--- src/rtl/univ_shift_reg.sv ---
// Universal shift register: hold, parallel load, shift, rotate, increment and decrement,
// with a registered carry/borrow/shift-out flag and combinational serial-out and zero taps.
module univ_shift_reg #(
    parameter int                 WIDTH   = 8,
    parameter logic [WIDTH-1:0]   RST_VAL = '0
) (
    input  logic             CLK,
    input  logic             RST,
    input  logic             EN,
    input  logic [2:0]       MODE,
    input  logic [WIDTH-1:0] D,
    input  logic             SIN_R,
    input  logic             SIN_L,
    output logic [WIDTH-1:0] Q,
    output logic             SOR,
    output logic             SOL,
    output logic             CO,
    output logic             ZERO
);

    localparam logic [2:0] MODE_HOLD = 3'b000;
    localparam logic [2:0] MODE_LOAD = 3'b001;
    localparam logic [2:0] MODE_SHR  = 3'b010;
    localparam logic [2:0] MODE_SHL  = 3'b011;
    localparam logic [2:0] MODE_ROTR = 3'b100;
    localparam logic [2:0] MODE_ROTL = 3'b101;
    localparam logic [2:0] MODE_INC  = 3'b110;
    localparam logic [2:0] MODE_DEC  = 3'b111;

    localparam logic [WIDTH-1:0] ONE      = {{(WIDTH-1){1'b0}}, 1'b1};
    localparam logic [WIDTH-1:0] ALL_ONES = {WIDTH{1'b1}};

    logic [WIDTH-1:0] q_reg;
    logic [WIDTH-1:0] q_next;
    logic             co_reg;
    logic             co_next;

    always_comb begin
        q_next  = q_reg;
        co_next = co_reg;
        if (EN) begin
            unique case (MODE)
                MODE_HOLD: begin
                    q_next  = q_reg;
                    co_next = co_reg;
                end
                MODE_LOAD: begin
                    q_next  = D;
                    co_next = 1'b0;
                end
                MODE_SHR: begin
                    q_next  = {SIN_R, q_reg[WIDTH-1:1]};
                    co_next = q_reg[0];
                end
                MODE_SHL: begin
                    q_next  = {q_reg[WIDTH-2:0], SIN_L};
                    co_next = q_reg[WIDTH-1];
                end
                MODE_ROTR: begin
                    q_next  = {q_reg[0], q_reg[WIDTH-1:1]};
                    co_next = q_reg[0];
                end
                MODE_ROTL: begin
                    q_next  = {q_reg[WIDTH-2:0], q_reg[WIDTH-1]};
                    co_next = q_reg[WIDTH-1];
                end
                // Counter modes wrap modulo 2^WIDTH; CO flags the wrap.
                MODE_INC: begin
                    q_next  = q_reg + ONE;
                    co_next = (q_reg == ALL_ONES);
                end
                MODE_DEC: begin
                    q_next  = q_reg - ONE;
                    co_next = (q_reg == '0);
                end
                default: begin
                    q_next  = q_reg;
                    co_next = co_reg;
                end
            endcase
        end
    end

    always_ff @(posedge CLK) begin
        if (RST) begin
            q_reg  <= RST_VAL;
            co_reg <= 1'b0;
        end else begin
            q_reg  <= q_next;
            co_reg <= co_next;
        end
    end

    assign Q    = q_reg;
    assign CO   = co_reg;
    assign SOR  = q_reg[0];
    assign SOL  = q_reg[WIDTH-1];
    assign ZERO = (q_reg == '0);

endmodule
--- config.mk ---
export PLATFORM = sky130hd
export DESIGN_NAME = univ_shift_reg
export DESIGN_NICKNAME = d
export VERILOG_FILES = /design/src/rtl/univ_shift_reg.sv
export SDC_FILE = /design/constraint.sdc
export NUM_CORES = 1
export LEC_CHECK = 0
export CAP_MARGIN = 10
export CORE_AREA = 4 4 60 73
export DETAILED_ROUTE_END_ITERATION = 10
export DIE_AREA = 0 0 64 77
export MAX_ROUTING_LAYER = met4
export PLACE_DENSITY_LB_ADDON = 0.05
export SETUP_SLACK_MARGIN = 0.5
export SYNTH_ARGS = -nofsm -noshare
export SYNTH_HDL_FRONTEND = slang
export SYNTH_SLANG_ARGS = --single-unit
--- constraint.sdc ---
create_clock -name CLK -period 2.31 [get_ports CLK]
set_input_delay 0.462 -clock CLK [delete_from_list [all_inputs] [get_ports CLK]]
set_output_delay 0.462 -clock CLK [all_outputs]
set_load 0.02 [all_outputs]
* After elaboration in Yosys (flattened, before gate mapping)
Index checks and enable logic that the tools add are counted.
** Word-level totals
- Register bits :: 9
- Logic and storage cells :: 20
** Cells by class
- Bitwise gates (word level) :: 1
- Equal/unequal tests :: 8
- Muxes and demuxes :: 2
- Reductions and logical operators :: 5
- $add $sub $neg :: 2
** Operator list (number)
- 8-bit one-hot mux with 7 select lines :: 1
- 3-bit == test, second input constant :: 4
- 8-bit by 1-bit adder with 8-bit output, second input constant :: 1
- 8-bit == test, second input constant :: 1
- 8-bit zero test :: 1
- 8-bit by 1-bit subtractor with 8-bit output, second input constant :: 1
- 3-bit by 2-bit == test with 1-bit output, second input constant :: 2
- 1-bit one-hot mux with 5 select lines :: 1
- 2-bit OR reduction :: 2
- 3-bit by 1-bit == test with 1-bit output, second input constant :: 1
- 3-bit zero test :: 1
- 2-bit AND reduction :: 1
- 1-bit inverter :: 1

* Logic depth before layout (Yosys ltp)
Gate-level depths: netlist of run 1.
- Word-level depth :: 3
- Gate-level depth with buffers :: 9
- Gate-level depth less buffers :: 8

* Worst setup path after synthesis of run 1
Ideal clock, no wire load.
- Path type :: register to output
- Start :: register q_reg[1] (netlist: Q[1])
- End :: output ZERO
- Arrival time :: 1.895 ns
- Cell stages (with the launch flop) :: 5
- Path buffers :: 1
- Path slack :: -0.047 ns
- Cell sequence :: dfxtp_1 buf_6 or2_4 or4_4 nor4_1
** On the way
- Cells in the longest elaborated chain, start to end :: 1
** RTL lines
- start, declared :: RTL line 33 : logic [WIDTH-1:0] q_reg;
- start signal, assigned :: RTL line 89 : q_reg <= q_next;
- 8-bit zero test :: RTL line 98 : assign ZERO = (q_reg == '0);
- end, declared :: RTL line 18 : output logic ZERO
Every way passes these cells.

* Worst setup path after layout of run 1
Ends and elaborated chain as after synthesis.

==> flow_summary.yaml, run 1 <==
status:
  run_status: "finished, final reports clean"
logic_synthesis:
  synth_cell_type_count: 55
  synth-edff-count: 0
  top_area_cell_type_share_of_the_netlist_area_pct: 16.8
  yosys-top-cells-count: "nor2_1 (14), dfxtp_1 (9), a21oi_1 (7), nand2_1 (7), o21ai_0 (6)"
  synthesis.area_per_instance_um2: 7.83
  ys_warn_count: 0
  mappedNetlistArea_mm2: 0.00107
  synth_most_common_cell: "nor2_1"
  post_synthesis_sequential_area_ratio_pct: 16.8
  synth.area.top_cells: "dfxtp_1 (17%), clkbuf_8 (6.4%), nor2_1 (4.9%)"
  synth_seq_cells: 9
  syn_inst: 137
  synth_top_area_cell: "dfxtp_1"
  syn_nets: 154
  postSynth.asyncResetShare_pct: 0
  yosys_most_used_dff: "dfxtp_1"
power_and_ir_drop:
  share_of_total_power_consumed_by_net_switching_pct: 35.7
  sequentialPowerShare_pct: 25.9
  internal-power_uw: 466
  powerDensity_mw_per_mm2: 417
  power.switching_uw: 259
  report.power.total_uw: 725
  power_frac_clock_pct: 27.0
  peakVddDrop_mv: 0.346
  power_leakage_nw: 0.785
  share_comb_of_total_power_pct: 47.1
timing:
  clock.fmax_ghz: 0.485
  finalCriticalPeriod_ns: 2.06
  tightest_slew_ns: 0.506
  setup_violations: 0
  report.final.hold_viol_count: 0
  unrepaired_setup_endpoints_after_global_routing: "true"
  relSlewSlack_pct: 65.8
  finalCritPeriodShare_pct: 89.3
  skew_ns: 0.00673
  total_count_of_max_transition_violations_in_the_final_report: 0
die:
  core_region_area_mm2: 0.00363
  chipWidth_um: 64
  floorplan.rows: 24
  start_util_pct: 29.5
  die_height_um: 77
  design.die.area_mm2: 0.00493
  io_pins: 28
finish:
  fillerInstances: 369
  num-nets-final: 210
  drive_gt1_share_pct: 37.0
  layout.area.seq_um2: 189
  final-instance-count-excl-fill: 244
  layout-area-overhead-vs-synth_pct: 61.8
  multiInputGateArea_um2: 855
  diode_insertion_count_for_antenna_repair: 0
detailed_routing:
  drt_first_iter_violations: 74
  routed_wl_um: 4210
  avgViaCountPerCell: 5.51
  drc_errors: 0
  ant_nets: 0
  drt-pass1-iter-count: 4
  wl_per_cell_um: 17.3
  detailroute.via_count: 1344
global_route:
  grt_overflow: 0
  antenna_violations_before_repair: 0
  grt_util_met2_pct: 27.8
  busiest_layer: "met2"
  grt_use_met1_pct: 21.5
  grt_usage_pct: 17.4
  grt.met3_usage_pct: 2.92
  pin_count_of_the_biggest_net_entering_global_routing: 16
  first_global_vias: 1266
  wire_length_of_the_first_global_routing_pass_um: 6650
worst_setup_path:
  arrival_worst_endpoint_ns: 1.60
  cp_data_required_time_ns: 1.85
  worstSetupStartpointType: "register"
  cp-end-kind: "primary output"
  cp_max_fanout: 2
  timing.setup.critical_path_class: "reg -> out"
job:
  max_cap_violations: 0
cts:
  cts_max_level: 1
  clock_insertion_delay_worst_skew_ns: 0.24
  cts_buffers: 3
  clkTransAtPathRegs_ns: 0.05
  cts.path.max_buffers: 2
  root_buffer: "clkbuf_8"
  tritoncts: "done"
  numClockSinks: 9
place:
  io_buffer_count: 27
  hpwl_um: 2920
  numPlacedInstances: 230
  place.gp.congestion: 0.827
worst_hold_path:
  holdCritPathClass: "reg -> reg"
[metrics by stage]
stage | cell area [um2] | setup WS [ns] | util [%] | TNS [ns] | hold slack [ns]
4_1_cts | 1600 | 0.233 | 44.0 | 0 | 0.579
5_1_grt | 1740 | 0.161 | 47.8 | 0 | 0.608
3_5_place_dp | 1520 | -0.221 | 41.7 | -0.806 | 0.592
6_report | 1740 | 0.247 | 47.8 | 0 | 0.585
2_1_floorplan | 1100 | 0.270 | - | 0 | 0.647
3_3_place_gp | 1520 | -0.222 | 41.7 | -0.692 | 0.594
[cell families after synthesis]
family                     share of synthesized area [%]
AOI/OAI and AO/OA                                   31.2
and+or+nand+nor                                     30.2
buffers and inverters                               12.4
xor gates and xnor gates                            1.63
adders and majority gates                           2.10
DFF                                                 16.8
muxes                                               5.72
[final timing paths]
kind	startpoint	end	slack, ns	cells past startpoint
max	Q[1]	ZERO	0.25	4
min	Q[0]	Q[0]	0.58	2
max reg2reg	Q[1]	Q[7]	0.27	6
min reg2reg	Q[0]	Q[0]	0.58	2
[sequential cells by signal, indices dropped and copies added (netlist names)]
name,flops
CO,1
Q,8
[per-layer routing]
metal,vias up,part of all wire (%)
met5,-,0
met4,0,2.9
met3,13,5.0
met2,47,50
met1,647,42
li1,637,-
[critical path: stages, from the launching register on]
cell and delay, ns:
dfxtp_2 0.31, or2_4 0.24, or4_4 0.46, nor4_4 0.16
buf_4 0.18
[power by group through the flow]
| stage | Sequential (mW) | Combinational, mW | Clock, mW |
|---|---|---|---|
| 3_3_place_gp | 0.189 | 0.301 | 0 |
| 4_1_cts | 0.187 | 0.308 | 0.199 |
| 2_1_floorplan | 0.200 | 0.163 | 0 |
| 5_1_grt | 0.190 | 0.365 | 0.212 |
| 3_5_place_dp | 0.189 | 0.300 | 0 |
| 6_report | 0.188 | 0.341 | 0.196 |
[placed cells by master, fill, tap and decap left out, types with 3 or more instances in the layout]
master / instances
dlymetal6s2s_1: 6
buf_2: 3
nand2_1: 7
clkdlybuf4s50_1: 12
mux2i_1: 5
o211ai_1: 3
nor3_1: 5
dfxtp_1: 4
nand4_1: 3
a21oi_1: 7
a311oi_1: 3
dlygate4sd2_1: 5
nor2_1: 13
clkbuf_8: 3
buf_6: 4
a221o_1: 3
o21ai_0: 5
buf_4: 34
dfxtp_2: 4
[cell type report]
type / instances / share of cell area, %
repair buffers: 65 / 33.1
multi-input cells: 112 / 49.2
flip-flops and latches: 9 / 10.9
inverters: 2 / 0.433
clock buffers: 4 / 2.60
well taps: 52 / 3.75
[what timing repair did]
item / 4_1_cts / 5_1_grt
buffers inserted: 2 / 8
hold buffers: 0 / 0
gates cloned: 0 / 0
setup endpoints to repair: 19 / 11
resized for setup: 37 / 18
pin swaps: 3 / 7
No activity file was read; power rests on OpenSTA's default activity.
==> inputs of run 2 (changes only) <==
Settings changed: PLACE_DENSITY set to 0.63, PLACE_DENSITY_LB_ADDON 0.05 to not set.
==> run 2 against run 1 <==
Combinational power shrank 5%. Fmax shrank 0.71%. Non-clock buffer count shrank 6. Sequential cell count is the same. Core utilization shrank 2.2 points. Clock skew shrank 0.0034 ns. Cell area shrank 4.5%. Critical path depth is the same. First-iteration DRC count grew 72%. Final cell count shrank 2.5%. Via count grew 1.1%. Clock power is essentially flat. Critical path type unchanged. Largest power group unchanged.
==> flow_summary.yaml, run 2 (same netlist as run 1, synthesis figures left out) <==
cts:
  clkTransAtPathRegs_ns: 0.05
  postCtsHoldBufs: 0
  cts_buffers: 3
  root_buffer: "clkbuf_8"
  cts.path.max_buffers: 2
  clock_insertion_delay_worst_skew_ns: 0.24
  numClockSinks: 9
  cts_max_level: 1
  tritoncts: "done"
timing:
  setup_violations: 0
  unrepaired_setup_endpoints_after_global_routing: "true"
  report.final.hold_viol_count: 0
  finalCritPeriodShare_pct: 89.9
  post_route_hold_slack_ns: 0.578
  skew_ns: 0.00332
  relSlewSlack_pct: 68.3
  finalCriticalPeriod_ns: 2.08
  clock.fmax_ghz: 0.481
  tightest_slew_ns: 0.470
  total_count_of_max_transition_violations_in_the_final_report: 0
detailed_routing:
  wl_per_cell_um: 17.1
  ant_nets: 0
  routed_wl_um: 4070
  avgViaCountPerCell: 5.71
  drt_first_iter_violations: 127
  drc_errors: 0
  drt-pass1-iter-count: 4
  detailroute.via_count: 1359
worst_setup_path:
  critPathSlowestCell: "or4_4"
  cp_data_required_time_ns: 1.85
  reg2reg_from: "Q[1]"
  arrival_worst_endpoint_ns: 1.62
  cp_top_family: "simple AND/OR/NAND/NOR gates"
  cell_by_cell_listing_of_the_critical_path: "or2_4 > or4_4 > nor4_4 > buf_4"
  cp_max_fanout: 2
  worstSetupStartpointType: "register"
  critical_path.max_stage_delay_ns: 0.46
  timing.setup.critical_path_class: "reg -> out"
  r2r_setup_slack_ns: 0.25
  cp-end-kind: "primary output"
  crit_buf_inv: 1
  worstSetupStartpoint: "Q[1]"
place:
  placedInstanceArea_mm2: 0.00151
  hpwl_um: 2860
  io_buffer_count: 27
  place.gp.congestion: 0.898
power_and_ir_drop:
  sequentialPowerShare_pct: 26.5
  power.switching_uw: 254
  share_of_total_power_consumed_by_net_switching_pct: 35.9
  peakVddDrop_mv: 0.192
  powerDensity_mw_per_mm2: 427
  internal-power_uw: 453
  power_frac_clock_pct: 27.9
  share_comb_of_total_power_pct: 45.6
  power_leakage_nw: 0.740
finish:
  num-nets-final: 204
  design_area_mm2: 0.00166
  multiInputGateArea_um2: 827
  layout-area-overhead-vs-synth_pct: 54.5
  drive_gt1_share_pct: 34.4
  layout.cells.most_common: "buf_4"
  layout.area.seq_um2: 188
  most-common-layout-cells: "buf_4 (30), nor2_1 (14), clkdlybuf4s50_1 (14)"
  largest_reg_flops: 8
  fillerInstances: 364
  diode_insertion_count_for_antenna_repair: 0
die:
  chipWidth_um: 64
  design.die.area_mm2: 0.00493
  core_region_area_mm2: 0.00363
  floorplan.rows: 24
  start_util_pct: 29.5
  io_pins: 28
  die_height_um: 77
global_route:
  pin_count_of_the_biggest_net_entering_global_routing: 25
  antenna_violations_before_repair: 0
  first_global_vias: 1367
  wire_length_of_the_first_global_routing_pass_um: 6740
  grt_usage_pct: 17.5
  grt_overflow: 0
worst_hold_path:
  holdCritPathClass: "reg -> reg"
  min-delay-start: "Q[0]"
status:
  run_status: "finished, final reports clean"
job:
  max_cap_violations: 0
-- run 2: path summary, 6_finish.rpt --
| check | endpoint | depth (start not counted) |
|---|---|---|
| max | ZERO | 4 |
| min | Q[0] | 2 |
| max reg2reg | Q[7] | 6 |
| min reg2reg | Q[0] | 2 |
-- run 2: layout make-up --
cell class	count	area share, %
multi-input combinational	112	49.9
timing repair buffer	59	31.6
sequential	9	11.3
tap	52	3.93
clock buffer	4	2.72
inverter	2	0.453
-- run 2: worst reg2reg max path, cell delays in order (launching register included) --
cell and delay, ns:
dfxtp_2 0.32, or2_4 0.25, or4_4 0.46, buf_4 0.16, o41a_1 0.33, a21o_1 0.16
a221o_1 0.28
-- run 2: per-layer routing --
metal | global-route usage, % | wire [um] | vias up | part of all wire, %
li1 | - | - | 634 | -
met1 | 21.6 | 1570 | 634 | 39
met2 | 26.5 | 1970 | 74 | 48
met3 | 3.80 | 378 | 17 | 9.3
met4 | 9.29 | 148 | 0 | 3.6
met5 | - | 0 | - | 0
-- run 2: stage by stage --
step | instances | total power, mW | setup TNS (ns) | setup WS, ns | util [%]
floorplan | 137 | 0.363 | 0 | 0.270 | -
global placement | 229 | 0.491 | -0.477 | -0.221 | 41.5
detailed placement | 229 | 0.493 | -0.636 | -0.252 | 41.5
CTS | 237 | 0.696 | 0 | 0.227 | 44.2
global route | 238 | 0.741 | 0 | 0.178 | 45.6
finish | 238 | 0.707 | 0 | 0.232 | 45.6
-- run 2: timing repair --
item	CTS	global route
setup buffers	4	1
cloned	0	0
setup endpoints to repair	18	12
pin swaps	2	3
gates resized for setup	34	12
-- run 2: power by group through the flow --
stage	Clock, mW	Sequential, mW	Combinational [mW]
detailed placement	0	0.190	0.304
finish	0.197	0.187	0.323
global placement	0	0.189	0.301
CTS	0.196	0.187	0.313
floorplan	0	0.200	0.163
global route	0.205	0.189	0.346
==> inputs of run 3 (changes only) <==
Settings changed: ABC_AREA set to 1, CORE_AREA 4 4 60 73 to 4 4 58 70, DIE_AREA 0 0 64 77 to 0 0 62 74, PLACE_DENSITY 0.63 to 0.64.
==> run 3 against run 2 <==
Cell area decreased by 11%. Clock skew decreased by 0.0030 ns. Core utilization decreased by 1.7 points. Synthesized cell count increased by 26%. Power decreased by 12%. Global-route usage decreased by 0.22 points. Wire length decreased by 17%. Sequential cell count unchanged. Critical path depth decreased by 2. Register-to-register slack improved by 0.41 ns. Largest cell class unchanged.
==> flow_summary.yaml, run 3 <==
detailed_routing:
  ant_nets: 0
  avgViaCountPerCell: 5.03
  routed_wl_um: 3360
  drc_errors: 0
  detailroute.via_count: 1302
  wl_per_cell_um: 13.0
  drt-pass1-iter-count: 4
  drt_first_iter_violations: 40
power_and_ir_drop:
  powerDensity_mw_per_mm2: 422
  peakVddDrop_mv: 0.329
  power_leakage_nw: 0.755
worst_setup_path:
  cp_top_family: "buffers and inverters"
  reg2reg_from: "Q[1]"
  crit_buf_inv: 2
  cp_max_fanout: 7
  cp_data_required_time_ns: 1.85
  worstSetupStartpointType: "register"
  timing.setup.critical_path_class: "reg -> out"
  cell_by_cell_listing_of_the_critical_path: "buf_4 > clkdlybuf4s50_1"
  critical_path.max_stage_delay_ns: 0.62
  critPathSlowestCell: "clkdlybuf4s50_1"
  arrival_worst_endpoint_ns: 1.32
  cp-end-kind: "primary output"
  worstSetupStartpoint: "Q[3]"
global_route:
  grt_usage_pct: 17.3
  grt_overflow: 0
  antenna_violations_before_repair: 0
  pin_count_of_the_biggest_net_entering_global_routing: 11
  first_global_vias: 1360
  wire_length_of_the_first_global_routing_pass_um: 5930
die:
  io_pins: 28
  die_height_um: 74
  chipWidth_um: 62
  core_region_area_mm2: 0.00337
  start_util_pct: 29.2
  floorplan.rows: 23
  design.die.area_mm2: 0.00459
logic_synthesis:
  synth_seq_cells: 9
  synth_top_area_cell: "dfxtp_1"
  syn_inst: 173
  mappedNetlistArea_um2: 983
  postSynth.asyncResetShare_pct: 0
  synth-edff-count: 0
  synth.area.top_cells: "dfxtp_1 (18%), nand2_1 (18%), nand3_1 (9.7%)"
  synth_most_common_cell: "nand2_1"
  syn_nets: 190
  top_area_cell_type_share_of_the_netlist_area_pct: 18.3
  yosys_most_used_dff: "dfxtp_1"
  ys_warn_count: 0
  synth_cell_type_count: 27
  post_synthesis_sequential_area_ratio_pct: 18.3
  yosys-top-cells-count: "nand2_1 (46), inv_1 (24), nand3_1 (19)"
  synthesis.area_per_instance_um2: 5.68
timing:
  setup_violations: 0
  finalSetupTns_ns: 0
  tightest_slew_ns: 0.375
  finalCriticalPeriod_ns: 1.78
  skew_ns: 0.000305
  clock.fmax_ghz: 0.562
  report.final.hold_viol_count: 0
  unrepaired_setup_endpoints_after_global_routing: "true"
  finalCritPeriodShare_pct: 77.0
  relSlewSlack_pct: 74.7
  post_route_hold_slack_ns: 0.484
  total_count_of_max_transition_violations_in_the_final_report: 0
place:
  io_buffer_count: 27
  place.gp.congestion: 0.959
  placedInstanceArea_mm2: 0.00143
  hpwl_um: 2830
cts:
  numClockSinks: 9
  clkTransAtPathRegs_ns: 0.04
  clock_insertion_delay_worst_skew_ns: 0.23
  tritoncts: "done"
  cts_buffers: 3
  root_buffer: "clkbuf_8"
  cts_max_level: 1
  cts.path.max_buffers: 2
  postCtsHoldBufs: 0
finish:
  diode_insertion_count_for_antenna_repair: 0
  num-nets-final: 240
  layout.cells.most_common: "nand2_1"
  largest_reg_flops: 8
  design_area_mm2: 0.00148
  layout-area-overhead-vs-synth_pct: 50.4
  most-common-layout-cells: "nand2_1 (45), inv_1 (23), buf_4 (23)"
  drive_gt1_share_pct: 18.9
status:
  run_status: "finished, final reports clean"
worst_hold_path:
  holdCritPathClass: "reg -> reg"
  min-delay-start: "CO"
job:
  max_cap_violations: 0
run 3: changes by cell type in the layout (fill, tap and decap cells not counted), moves of 7 or more:
cell / previous run / this run
nand2_1: 7 / 45
o21ai_0: 5 / 13
nand3_1: 2 / 19
inv_1: 2 / 23
a21oi_1: 5 / 15
buf_4: 30 / 23
run 3: routing by layer:
metal	vias up	GRT usage (%)	wire (um)
li1	682	-	-
met1	567	20.8	1480
met2	41	28.8	1650
met3	12	0.694	104
met4	0	8.49	119
met5	-	-	0
run 3: metrics by stage:
step                      setup slack [ns]  utilization (%)  power, mW  cells
after floorplan                      0.509                -      0.326    173
after global placement             -0.0678             42.5      0.449    254
after detailed placement           -0.0455             42.5      0.449    254
after CTS                            0.490             43.9      0.627    258
after global routing                 0.448             43.9      0.672    259
final                                0.531             43.9      0.624    259
run 3: cells by family after synthesis:
| family | Yosys count | synth area share [%] |
|---|---|---|
| buffers and inverters | 32 | 13.9 |
| AOI/OAI and AO/OA | 43 | 26.0 |
| xor gates and xnor gates | 1 | 0.891 |
| adders and majority gates | 1 | 1.27 |
| and+or+nand+nor | 87 | 39.7 |
| DFF | 9 | 18.3 |
run 3: worst paths after layout:
kind	slack (ns)	cells after the start	to
setup / recovery	0.53	2	Q[3]
hold reg to reg	0.48	2	CO
hold / removal	0.48	2	CO
setup reg to reg	0.66	17	Q[6]
run 3: layout make-up:
class                   instances  area [um2]
repair buffers                 50         425
well taps                      37        46.3
fillers                       349        1890
inverters                      27         101
flip-flops and latches          9         184
clock buffers                   4        45.0
multi-input cells             132         677
run 3: worst min-delay path, stage by stage (launching register included):
cell and delay, ns:
dfxtp_1 0.31, nand2_1 0.07, a21oi_1 0.06
run 3: what timing repair did:
| item | in CTS | in global routing |
|---|---|---|
| pin swaps | 0 | 2 |
| gates cloned | 0 | 0 |
| buffers inserted | 0 | 1 |
| endpoints found under the setup margin | 12 | 12 |
| resized for setup | 12 | 14 |
run 3: power by group:
part	switching [mW]	internal, mW	total (mW)
Combinational	0.153	0.118	0.271
Clock	0.0593	0.120	0.179
Sequential	0.00774	0.167	0.174
